## src/rtl/log_mult_pipe.sv

```systemverilog
// log_mult_pipe: 3-stage Mitchell log-domain multiplier with a valid/ready handshake.
// Define LOG_MULT_SAT_EN to saturate out_prod to all ones on overflow (wraps otherwise).
module log_mult_pipe #(
    parameter int K_W   = 5,
    parameter int M1_W  = 8,
    parameter int OUT_W = 32
) (
    input  logic             clk,
    input  logic             rst_n,
    input  logic             in_valid,
    output logic             in_ready,
    input  logic [K_W-1:0]   a_k,
    input  logic [M1_W-1:0]  a_m1,
    input  logic             a_zero,
    input  logic [K_W-1:0]   b_k,
    input  logic [M1_W-1:0]  b_m1,
    input  logic             b_zero,
    output logic             out_valid,
    input  logic             out_ready,
    output logic [OUT_W-1:0] out_prod,
    output logic             out_ovf
);
    localparam int           P_W   = 2 * (1 << K_W);
    localparam logic [K_W:0] M1_SH = (K_W+1)'(M1_W);

    logic             w_en;
    logic [M1_W:0]    w_f;
    logic [K_W:0]     w_ks;
    logic             r_s1_valid;
    logic             r_s1_z;
    logic [K_W:0]     r_s1_ks;
    logic [M1_W-1:0]  r_s1_frac;
    logic [P_W-1:0]   w_mant;
    logic [P_W-1:0]   w_p;
    logic             r_s2_valid;
    logic [P_W-1:0]   r_s2_p;
    logic             w_ovf;
    logic [OUT_W-1:0] w_prod;
    logic             r_out_valid;
    logic [OUT_W-1:0] r_out_prod;
    logic             r_out_ovf;

    // Single global enable: the whole pipe stalls together, bubbles are kept.
    assign w_en     = out_ready | ~r_out_valid;
    assign in_ready = w_en;

    assign w_f  = {1'b0, a_m1} + {1'b0, b_m1};
    assign w_ks = {1'b0, a_k} + {1'b0, b_k} + {{K_W{1'b0}}, w_f[M1_W]};

    always_ff @(posedge clk) begin
        if (!rst_n) begin
            r_s1_valid <= 1'b0;
            r_s1_z     <= 1'b0;
            r_s1_ks    <= '0;
            r_s1_frac  <= '0;
        end else if (w_en) begin
            r_s1_valid <= in_valid;
            r_s1_z     <= a_zero | b_zero;
            r_s1_ks    <= w_ks;
            r_s1_frac  <= w_f[M1_W-1:0];
        end
    end

    assign w_mant = {{(P_W-M1_W-1){1'b0}}, 1'b1, r_s1_frac};

    // (mant << ks) >> M1_W done as one shift whose direction depends on ks,
    // so the top mantissa bit is never lost at ks = 2*2^K_W - 1.
    always_comb begin
        w_p = '0;
        if (!r_s1_z) begin
            if (r_s1_ks >= M1_SH) begin
                w_p = w_mant << (r_s1_ks - M1_SH);
            end else begin
                w_p = w_mant >> (M1_SH - r_s1_ks);
            end
        end
    end

    always_ff @(posedge clk) begin
        if (!rst_n) begin
            r_s2_valid <= 1'b0;
            r_s2_p     <= '0;
        end else if (w_en) begin
            r_s2_valid <= r_s1_valid;
            r_s2_p     <= w_p;
        end
    end

    generate
        if (OUT_W < P_W) begin : g_ovf
            assign w_ovf = |r_s2_p[P_W-1:OUT_W];
        end else begin : g_no_ovf
            assign w_ovf = 1'b0;
        end
    endgenerate

`ifdef LOG_MULT_SAT_EN
    assign w_prod = w_ovf ? '1 : r_s2_p[OUT_W-1:0];
`else
    assign w_prod = r_s2_p[OUT_W-1:0];
`endif

    always_ff @(posedge clk) begin
        if (!rst_n) begin
            r_out_valid <= 1'b0;
            r_out_prod  <= '0;
            r_out_ovf   <= 1'b0;
        end else if (w_en) begin
            r_out_valid <= r_s2_valid;
            r_out_prod  <= w_prod;
            r_out_ovf   <= w_ovf;
        end
    end

    assign out_valid = r_out_valid;
    assign out_prod  = r_out_prod;
    assign out_ovf   = r_out_ovf;
endmodule

```

## config.mk

```make
export PLATFORM = sky130hd
export DESIGN_NAME = log_mult_pipe
export DESIGN_NICKNAME = d
export VERILOG_FILES = /design/src/rtl/log_mult_pipe.sv
export SDC_FILE = /design/constraint.sdc
export NUM_CORES = 1
export LEC_CHECK = 0
export ABC_AREA = 0
export BUFFER_PORTS_ARGS = -buffer_cell sky130_fd_sc_hd__buf_2
export CAP_MARGIN = 25
export CORE_ASPECT_RATIO = 1.4
export CORE_MARGIN = 3
export CORE_UTILIZATION = 35
export CTS_CLUSTER_SIZE = 16
export DETAILED_ROUTE_END_ITERATION = 10
export PLACE_DENSITY = 0.56
export SETUP_SLACK_MARGIN = 0.4
export SLEW_MARGIN = 20
export SYNTH_ARGS = -nofsm -noshare
export SYNTH_HDL_FRONTEND = slang
export SYNTH_SLANG_ARGS = --single-unit
export TNS_END_PERCENT = 20
```

## constraint.sdc

```tcl
create_clock -name clk -period 5.3 [get_ports clk]
set_input_delay 0.795 -clock clk [delete_from_list [all_inputs] [get_ports clk]]
set_output_delay 0.795 -clock clk [all_outputs]
set_load 0.005 [all_outputs]
```

==> results.txt, run 1 <==
Status = complete, no violations
Core region area = 16,300 um2
Post-synth EDFFs = 0
Clock latency on the worst-skew pair = 0.42 ns
CTS H-tree depth = 4
Fin nets = 786
Top_reg_cell synth = dfxtp_1
Overflow after GRT = 0
Critical path fanouts, max = 3
Worst min path class = reg2reg
Worst clock skew = 0.0128 ns
Final core area utilization = 42.1%
WL met1 = 7.08 mm
Total Routing Usage GR = 18.1%
Syn nets = 743
Post-route DRC = 0
Count leader, synth = nand2_1
Final setup vio count = 0
Final Wtd Congestion = 0.848
Max Fclk = 279 MHz
Clock root cell = clkbuf_16
Max_cap viols = 0
Synth cell count leaders = 136 x nand2_1, 115 x dfxtp_1, 62 x a21oi_1
TNS Setup = 0 ns
Worst IR Drop VDD = 0.000201 V
Rel. slew slack = 34.9%
Final hold violation count = 0
TritonCTS clock tree = done
RSZ-0062 raised after global routing = no
Largest net degree at the start of global routing = 60
Starting density of the core = 36.0%
DR pass1 iterations = 5
Die area = 18,400 um2
Site row count = 55
Wirelength, routed = 16.4 mm
Fillers = 1,654
Top Metal Used = met4
Ant diodes = 0
Ports = 67
Crit. End Element = flop
Die Ht = 159 um
DR iter-0 viols = 371
P_leak = 0.00267 uW
Post-CTS sizing = 0
Via count = 5,258
Slew Viols, Final = 0
Synth area leaders = dfxtp_1 39%, nand2_1 8.7%, a21oi_1 5.3%
Vias in the first global route = 5,069
Vias/cell = 5.56
Fraction of layout cells with a size suffix above 1 = 18.2%
Clock Sink Count = 115
Sequential area share after synthesis = 39.2%
Bufs on Longest Clock Path = 2
Average size of a mapped cell = 8.51 um2
DPL Wire Length = 11.6 mm
Synth warn = 0
Die extent in x = 116 um
Hold buffers post-CTS = 0
Crit share post-route = 67.7%
Worst endpoint data arrival time = 3.92 ns
Post-DR wirelength/cell = 17.4 um
IO Port Bufs = 66
Worst EP required = 5.64 ns
Area grow syn2layout = 16.8%
Largest area contributor in the netlist = dfxtp_1
Num CTS Buffers = 17
Clock slew at reported path FFs = 0.06 ns
Post-CTS Setup Inserts = 0
Routed Antenna Nets = 0
Kind of start point of the critical path = input pin
Met2 wire len = 8.23 mm
Metal3 WL = 729 um
Share of synthesized flip-flops with an asynchronous set or reset = 0%
Least-Margin Pin Slew = 0.975 ns
Post-layout min period = 3.59 ns
Antenna violations before repair = 0
Post-Syn Area = 5880 um2
Mapped Cells = 691
Kind of critical path = in2reg
Synth cell types = 72
First-pass GRT wire length = 26.6 mm
Synth Register Bits = 115
Post-synth top area share = 39.2%
Power Dens Cells = 391 nW/um2
[per-layer routing]
| metal | track usage (%) | vias to the layer above |
|---|---|---|
| met4 | 7.53 | 0 |
| met3 | 3.23 | 34 |
| met5 | 0 | - |
| met1 | 22.3 | 2470 |
| li1 | - | 2589 |
| met2 | 30.7 | 165 |
[path summary, 6_finish.rpt]
kind	start	end	slack, ns	depth (start not counted)
min reg2reg	out_prod[1]	out_prod[1]	0.44	2
max reg2reg	r_s1_ks[3]	r_s2_p[55]	2.06	8
min	out_prod[1]	out_prod[1]	0.44	2
max	a_m1[0]	r_s1_ks[4]	1.71	14
[stage by stage]
stage | instances | setup WS [ns] | instance area [um2] | hold WS, ns | power (uW)
after floorplan | 691 | 1.70 | 5880 | 0.425 | 1390
after global placement | 913 | 1.32 | 6270 | 0.436 | 1550
after detailed placement | 913 | 1.28 | 6270 | 0.441 | 1560
after CTS | 945 | 1.70 | 6860 | 0.449 | 2700
after global routing | 946 | 1.47 | 6870 | 0.463 | 2810
final | 946 | 1.71 | 6870 | 0.445 | 2680
[power by group]
group	switching (uW)	internal, uW
clock network	468	668
registers	49.7	905
logic	375	219
[cells in the final DEF (no fill, tap or decap), types with 11 or more instances in the layout]
cell type and instances:
mux2i_1 14, buf_2 66, a22o_1 17, o21ai_1 24, nand3_1 16, nor3_1 11, o21ai_0 13, clkbuf_16 17
a21oi_1 62, dfxtp_1 115, nand2_1 136, ha_1 17, nor2_1 36
[logic make-up after synthesis]
logic type                 share of synthesized area, %
muxes                                              7.15
xor gates and xnor gates                           1.64
adders and majority gates                          4.64
buffers and inverters                              4.75
DFF                                                39.2
AOI/OAI and AO/OA                                  21.6
and+or+nand+nor                                    21.0
[critical path: stages]
cell,delay [ns]
buf_2,0.10
ha_1,0.22
fa_1,0.43
a211oi_1,0.29
o21bai_1,0.12
a21oi_1,0.24
o21ai_0,0.16
fa_1,0.42
fa_1,0.41
a21o_1,0.19
a21oi_1,0.17
xnor2_1,0.13
nand2_1,0.07
a21oi_1,0.17
[state kept, by name, indices dropped and copies added (netlist names)]
name	count
r_s2_valid	1
r_s1_valid	1
out_valid	1
r_s1_frac	8
r_s1_z	1
out_ovf	1
r_s1_ks	6
r_s2_p	64
out_prod	32
[layout make-up]
type	instances	area [um2]	area share, %
Multi-Input combinational cell	515	3300	48.0
Sequential cell	115	2300	33.5
Clock buffer	17	425	6.19
Timing Repair Buffer	73	387	5.63
Tap cell	199	249	3.63
Clock inverter	15	161	2.35
Inverter	12	45.0	0.656
(Power assumes the default switching activity.)
==> inputs of run 2 (changes only) <==
--- a/config.mk
+++ b/config.mk
@@ -13,7 +13,7 @@
 export CORE_UTILIZATION = 35
 export CTS_CLUSTER_SIZE = 16
 export DETAILED_ROUTE_END_ITERATION = 10
-export PLACE_DENSITY = 0.56
+export PLACE_DENSITY = 0.58
 export SETUP_SLACK_MARGIN = 0.4
 export SLEW_MARGIN = 20
 export SYNTH_ARGS = -nofsm -noshare
==> constraint.sdc (replaced) <==
create_clock -name clk -period 3 [get_ports clk]
set_input_delay 0.45 -clock clk [delete_from_list [all_inputs] [get_ports clk]]
set_output_delay 0.45 -clock clk [all_outputs]
set_load 0.005 [all_outputs]
==> run 2 against run 1 <==
- clock power up 75%
- critical path type unchanged
- first-iteration DRC count down 5.4%
- clock-buffer cell count grew 1
- sequential power up 76%
- combinational power is 85% higher
- highest routed layer unchanged
- total power increased by 78%
- worst setup slack got worse by 1.4 ns
- global-route usage up 0.21 points
- routed wire length is 1.0% higher
- final cell count rose by 1.7%
==> results.txt, run 2 (synthesis gave the netlist of run 1 again) <==
Max reg flops = 64
Hold buffers post-CTS = 0
Hold path startpoint = in_valid
Fin worst setup slack = 0.333 ns
Post-DR wirelength/cell = 17.3 um
Status = complete, no violations
Overflow after GRT = 0
Die area = 18,400 um2
Core region area = 16,300 um2
Worst IR Drop VDD = 0.000384 V
Clock Sink Count = 115
Starting density of the core = 36.0%
Final setup vio count = 0
TritonCTS clock tree = done
Most frequent cells in the layout = 136 x nand2_1, 115 x dfxtp_1, 66 x buf_2
Worst Reg-to-Reg Cells = 6
CTS H-tree depth = 4
Post-layout min period = 2.67 ns
DR pass1 iterations = 5
IO Port Bufs = 66
Least-Margin Pin Slew = 0.654 ns
R2r setup slk = 0.57 ns
RSZ-0062 raised after global routing = yes
Final Wtd Congestion = 0.921
Slew Viols, Final = 0
Die extent in x = 116 um
Clock latency on the worst-skew pair = 0.41 ns
Final hold violation count = 0
Routed Antenna Nets = 0
Wirelength, routed = 16.6 mm
WHS Endpoint = r_s1_valid
Reg2reg start = r_s1_ks[0]
TNS Setup = 0 ns
Commonest non-fill, non-tap cell in the layout = nand2_1
Vias in the first global route = 5,321
Worst EP required = 3.34 ns
Worst clock skew = 0.00675 ns
Reg2reg end = r_s2_p[0]
Critical path fanouts, max = 2
Worst setup path startpoint = a_m1[0]
Num CTS Buffers = 17
Antenna violations before repair = 0
Worst min path class = in2reg
DR iter-0 viols = 351
Post-route DRC = 0
Fillers = 1,653
Ant diodes = 0
DPL Wire Length = 12.0 mm
WHS Path Cells = 3
Final core area utilization = 43.1%
Max Fclk = 375 MHz
Largest net degree at the start of global routing = 60
Fin nets = 802
Crit. End Element = flop
Crit share post-route = 88.9%
P_leak = 0.00276 uW
Fraction of layout cells with a size suffix above 1 = 20.8%
Placed Area = 6440 um2
Worst endpoint data arrival time = 3.01 ns
First-pass GRT wire length = 27.2 mm
Bufs on Longest Clock Path = 2
Power Dens Cells = 679 nW/um2
Top reg by flops = r_s2_p
Via count = 5,398
Pre-CTS setup slack = -0.220 ns
Site row count = 55
WHS = 0.287 ns
Cell area after layout = 7030 um2
Ports = 67
Total Routing Usage GR = 18.3%
Clock root cell = clkbuf_16
Area grow syn2layout = 19.5%
Max_cap viols = 0
Die Ht = 159 um
Clock slew at reported path FFs = 0.06 ns
Vias/cell = 5.61
Kind of start point of the critical path = input pin
Rel. slew slack = 56.4%
Post-CTS Setup Inserts = 0
Kind of critical path = in2reg
## run 2: cell count changes in the layout (fill, tap and decap cells not counted), sizes merged
cell,delta
buf,+16
clkbuf,+1
clkinv,+5
clkinvlp,-2
inv,-4
## run 2: metal layers
layer,global-route usage [%],vias to the layer above,share of wire (%)
met4,9.02,0,4.0
li1,-,2635,-
met3,3.08,45,4.5
met5,0,-,0
met1,22.3,2564,42
met2,30.8,154,50
## run 2: through the flow
step	std cells	power, uW
after global routing	962	4980
after CTS	962	4790
after detailed placement	930	2800
after global placement	930	2790
after floorplan	691	2470
final	962	4770
## run 2: worst max path at each step
| stage | end | slack, ns | cells after the start |
|---|---|---|---|
| 6_report | r_s1_ks[4] | 0.33 | 14 |
| 5_1_grt | r_s1_ks[4] | 0.24 | 14 |
| 4_1_cts | r_s1_ks[4] | 0.33 | 14 |
| 3_5_place_dp | r_s1_ks[4] | -0.22 | 14 |
| 3_3_place_gp | r_s1_ks[4] | -0.20 | 14 |
| 2_1_floorplan | r_s1_ks[4] | 0.04 | 13 |
## run 2: what timing repair did
action	CTS	global route
setup endpoints to repair	2	2
gates resized for setup	1	0
pin swaps	6	0
## run 2: where the power goes
group          internal [uW]  total, uW  switching (uW)  leakage (uW)
combinational            421       1100             682       0.00154
sequential              1600       1680            79.0      0.000933
clock                   1190       1990             800      0.000286
total                   3210       4770            1560       0.00276
## run 2: layout make-up
| type | count | area [um2] | share of cell area (%) |
|---|---|---|---|
| clock buffers | 18 | 439 | 6.25 |
| repair buffers | 89 | 515 | 7.34 |
| inverters | 12 | 45.0 | 0.641 |
| multi-input cells | 515 | 3330 | 47.4 |
| well taps | 199 | 249 | 3.54 |
| clock inverters | 14 | 144 | 2.05 |
| flip-flops and latches | 115 | 2300 | 32.8 |
## run 2: worst max-delay path, stage by stage
cell and delay, ns:
buf_2 0.11, ha_4 0.16, fa_2 0.35, a211oi_2 0.22, o21bai_1 0.12, a21oi_2 0.17
o21ai_1 0.10, fa_2 0.36, fa_2 0.35, a21o_1 0.17, a21oi_2 0.13, xnor2_1 0.12
nand2_1 0.07, a21oi_1 0.12
==> inputs of run 3 (changes only) <==
--- a/config.mk
+++ b/config.mk
@@ -10,10 +10,10 @@
 export CAP_MARGIN = 25
 export CORE_ASPECT_RATIO = 1.4
 export CORE_MARGIN = 3
-export CORE_UTILIZATION = 35
+export CORE_UTILIZATION = 47
 export CTS_CLUSTER_SIZE = 16
 export DETAILED_ROUTE_END_ITERATION = 10
-export PLACE_DENSITY = 0.58
+export PLACE_DENSITY = 0.73
 export SETUP_SLACK_MARGIN = 0.4
 export SLEW_MARGIN = 20
 export SYNTH_ARGS = -nofsm -noshare
==> run 3 against run 2 <==
- non-clock buffer count is 4 lower
- first-iteration DRC count is 32% higher
- die area fell by 24%
- clock-buffer cell count fell by 1
- via count is 0.22% higher
- hold slack got worse by 0.012 ns
- largest cell class unchanged
==> results.txt, run 3 (synthesis gave the netlist of run 1 again) <==
Vias in the first global route = 5,067
Kind of critical path = in2reg
Area grow syn2layout = 17.8%
Crit. End Element = flop
Final Non-Filler Cells = 906
Fin nets = 798
Met2 Use GR = 38.6%
Power Dens Cells = 682 nW/um2
DR pass1 iterations = 7
Clock root cell = clkbuf_16
Crit share post-route = 89.7%
Least-Margin Pin Slew = 0.676 ns
Post-CTS Setup Inserts = 0
Worst clock skew = 0.00679 ns
Worst min path class = in2reg
Wirelength, routed = 15.8 mm
Busiest grt layer = met2
Worst endpoint data arrival time = 3.04 ns
Clock slew at reported path FFs = 0.06 ns
Rel. slew slack = 53.6%
Routed Antenna Nets = 0
Post-layout min period = 2.69 ns
Most frequent cells in the layout = 136 x nand2_1, 115 x dfxtp_1, 66 x buf_2
Clock latency on the worst-skew pair = 0.42 ns
RSZ-0062 raised after global routing = yes
Fin worst setup slack = 0.308 ns
Slew Viols, Final = 0
Num CTS Buffers = 17
TritonCTS clock tree = done
Worst EP required = 3.35 ns
Bufs on Longest Clock Path = 2
GR Util met1 = 27.2%
Ports = 67
Overflow after GRT = 0
Die extent in x = 101 um
GR met3 Demand/Resource = 4.13%
Tot Pwr = 4720 uW
Vias/cell = 5.97
Fraction of layout cells with a size suffix above 1 = 20.6%
Final Wtd Congestion = 0.964
Total Routing Usage GR = 22.8%
Die Ht = 138 um
Final hold violation count = 0
Clock Sink Count = 115
Core region area = 12,000 um2
DR iter-0 viols = 465
Final setup vio count = 0
Die area = 13,900 um2
Post-Place Cells = 874
Starting density of the core = 49.0%
Pre-CTS setup slack = -0.223 ns
P_leak = 0.00273 uW
CTS H-tree depth = 4
Max Fclk = 372 MHz
Top reg by flops = r_s2_p
Post-DR wirelength/cell = 17.4 um
Status = complete, no violations
Kind of start point of the critical path = input pin
First-pass GRT wire length = 25.4 mm
Max reg flops = 64
Critical path fanouts, max = 2
Via count = 5,410
Worst IR Drop VDD = 0.000357 V
DPL Wire Length = 11.3 mm
Antenna violations before repair = 0
IO Port Bufs = 66
Largest net degree at the start of global routing = 45
Site row count = 47
Post-route DRC = 0
Max_cap viols = 0
Commonest non-fill, non-tap cell in the layout = nand2_1
Fillers = 1,100
Ant diodes = 0
-- run 3: cell types whose count changed in the layout (fill, tap and decap cells not counted), sizes merged --
cell | before | now
inv | 19 | 18
clkinvlp | 1 | 2
clkbuf | 18 | 17
buf | 89 | 85
clkinv | 5 | 6
-- run 3: report_power, final --
| group | leakage, uW | switching, uW | internal [uW] | total, uW |
|---|---|---|---|---|
| Combinational | 0.00152 | 677 | 408 | 1080 |
| Sequential | 0.000933 | 76.1 | 1600 | 1680 |
| Clock | 0.000280 | 800 | 1160 | 1960 |
| Total | 0.00273 | 1550 | 3170 | 4720 |
-- run 3: stage by stage --
stage / utilization [%] / area (um2) / hold slack [ns] / setup TNS, ns
floorplan: - / 5910 / 0.425 / 0
global route: 57.7 / 6920 / 0.304 / 0
detailed placement: 52.8 / 6330 / 0.441 / -0.377
CTS: 57.6 / 6910 / 0.276 / 0
finish: 57.7 / 6920 / 0.275 / 0
global placement: 52.8 / 6330 / 0.435 / -0.296
-- run 3: what timing repair did --
action	in CTS	in global routing
endpoints found under the setup margin	2	6
gates resized for setup	0	3
pin swaps	5	1
hold buffers	0	0
-- run 3: final timing paths --
kind                     start            to  slack, ns  depth (start not counted)
setup / recovery       a_m1[0]    r_s1_ks[4]       0.31                         14
hold / removal        in_valid    r_s1_valid       0.28                          3
setup reg to reg    r_s1_ks[4]    r_s2_p[28]       0.55                          7
hold reg to reg   out_prod[17]  out_prod[17]       0.44                          2
-- run 3: layout make-up --
class	count	area [um2]	share of cell area, %
multi-input cells	515	3340	48.3
flip-flops and latches	115	2300	33.3
repair buffers	85	473	6.83
clock buffers	17	425	6.15
well taps	147	184	2.66
clock inverters	15	150	2.17
inverters	12	45.0	0.651
-- run 3: per-layer routing --
metal	part of all wire, %	vias up
met3	6.4	59
met4	4.0	0
met2	50	241
met1	40	2500
met5	0	-
li1	-	2610
-- run 3: critical path, cell delays in order --
cell and delay, ns:
buf_2 0.11, ha_4 0.16, fa_2 0.38, a211oi_4 0.25
o21bai_1 0.11, a21oi_2 0.15, o21ai_1 0.10, fa_2 0.36
fa_2 0.35, a21o_1 0.17, a21oi_2 0.12, xnor2_1 0.12
nand2_1 0.08, a21oi_2 0.13
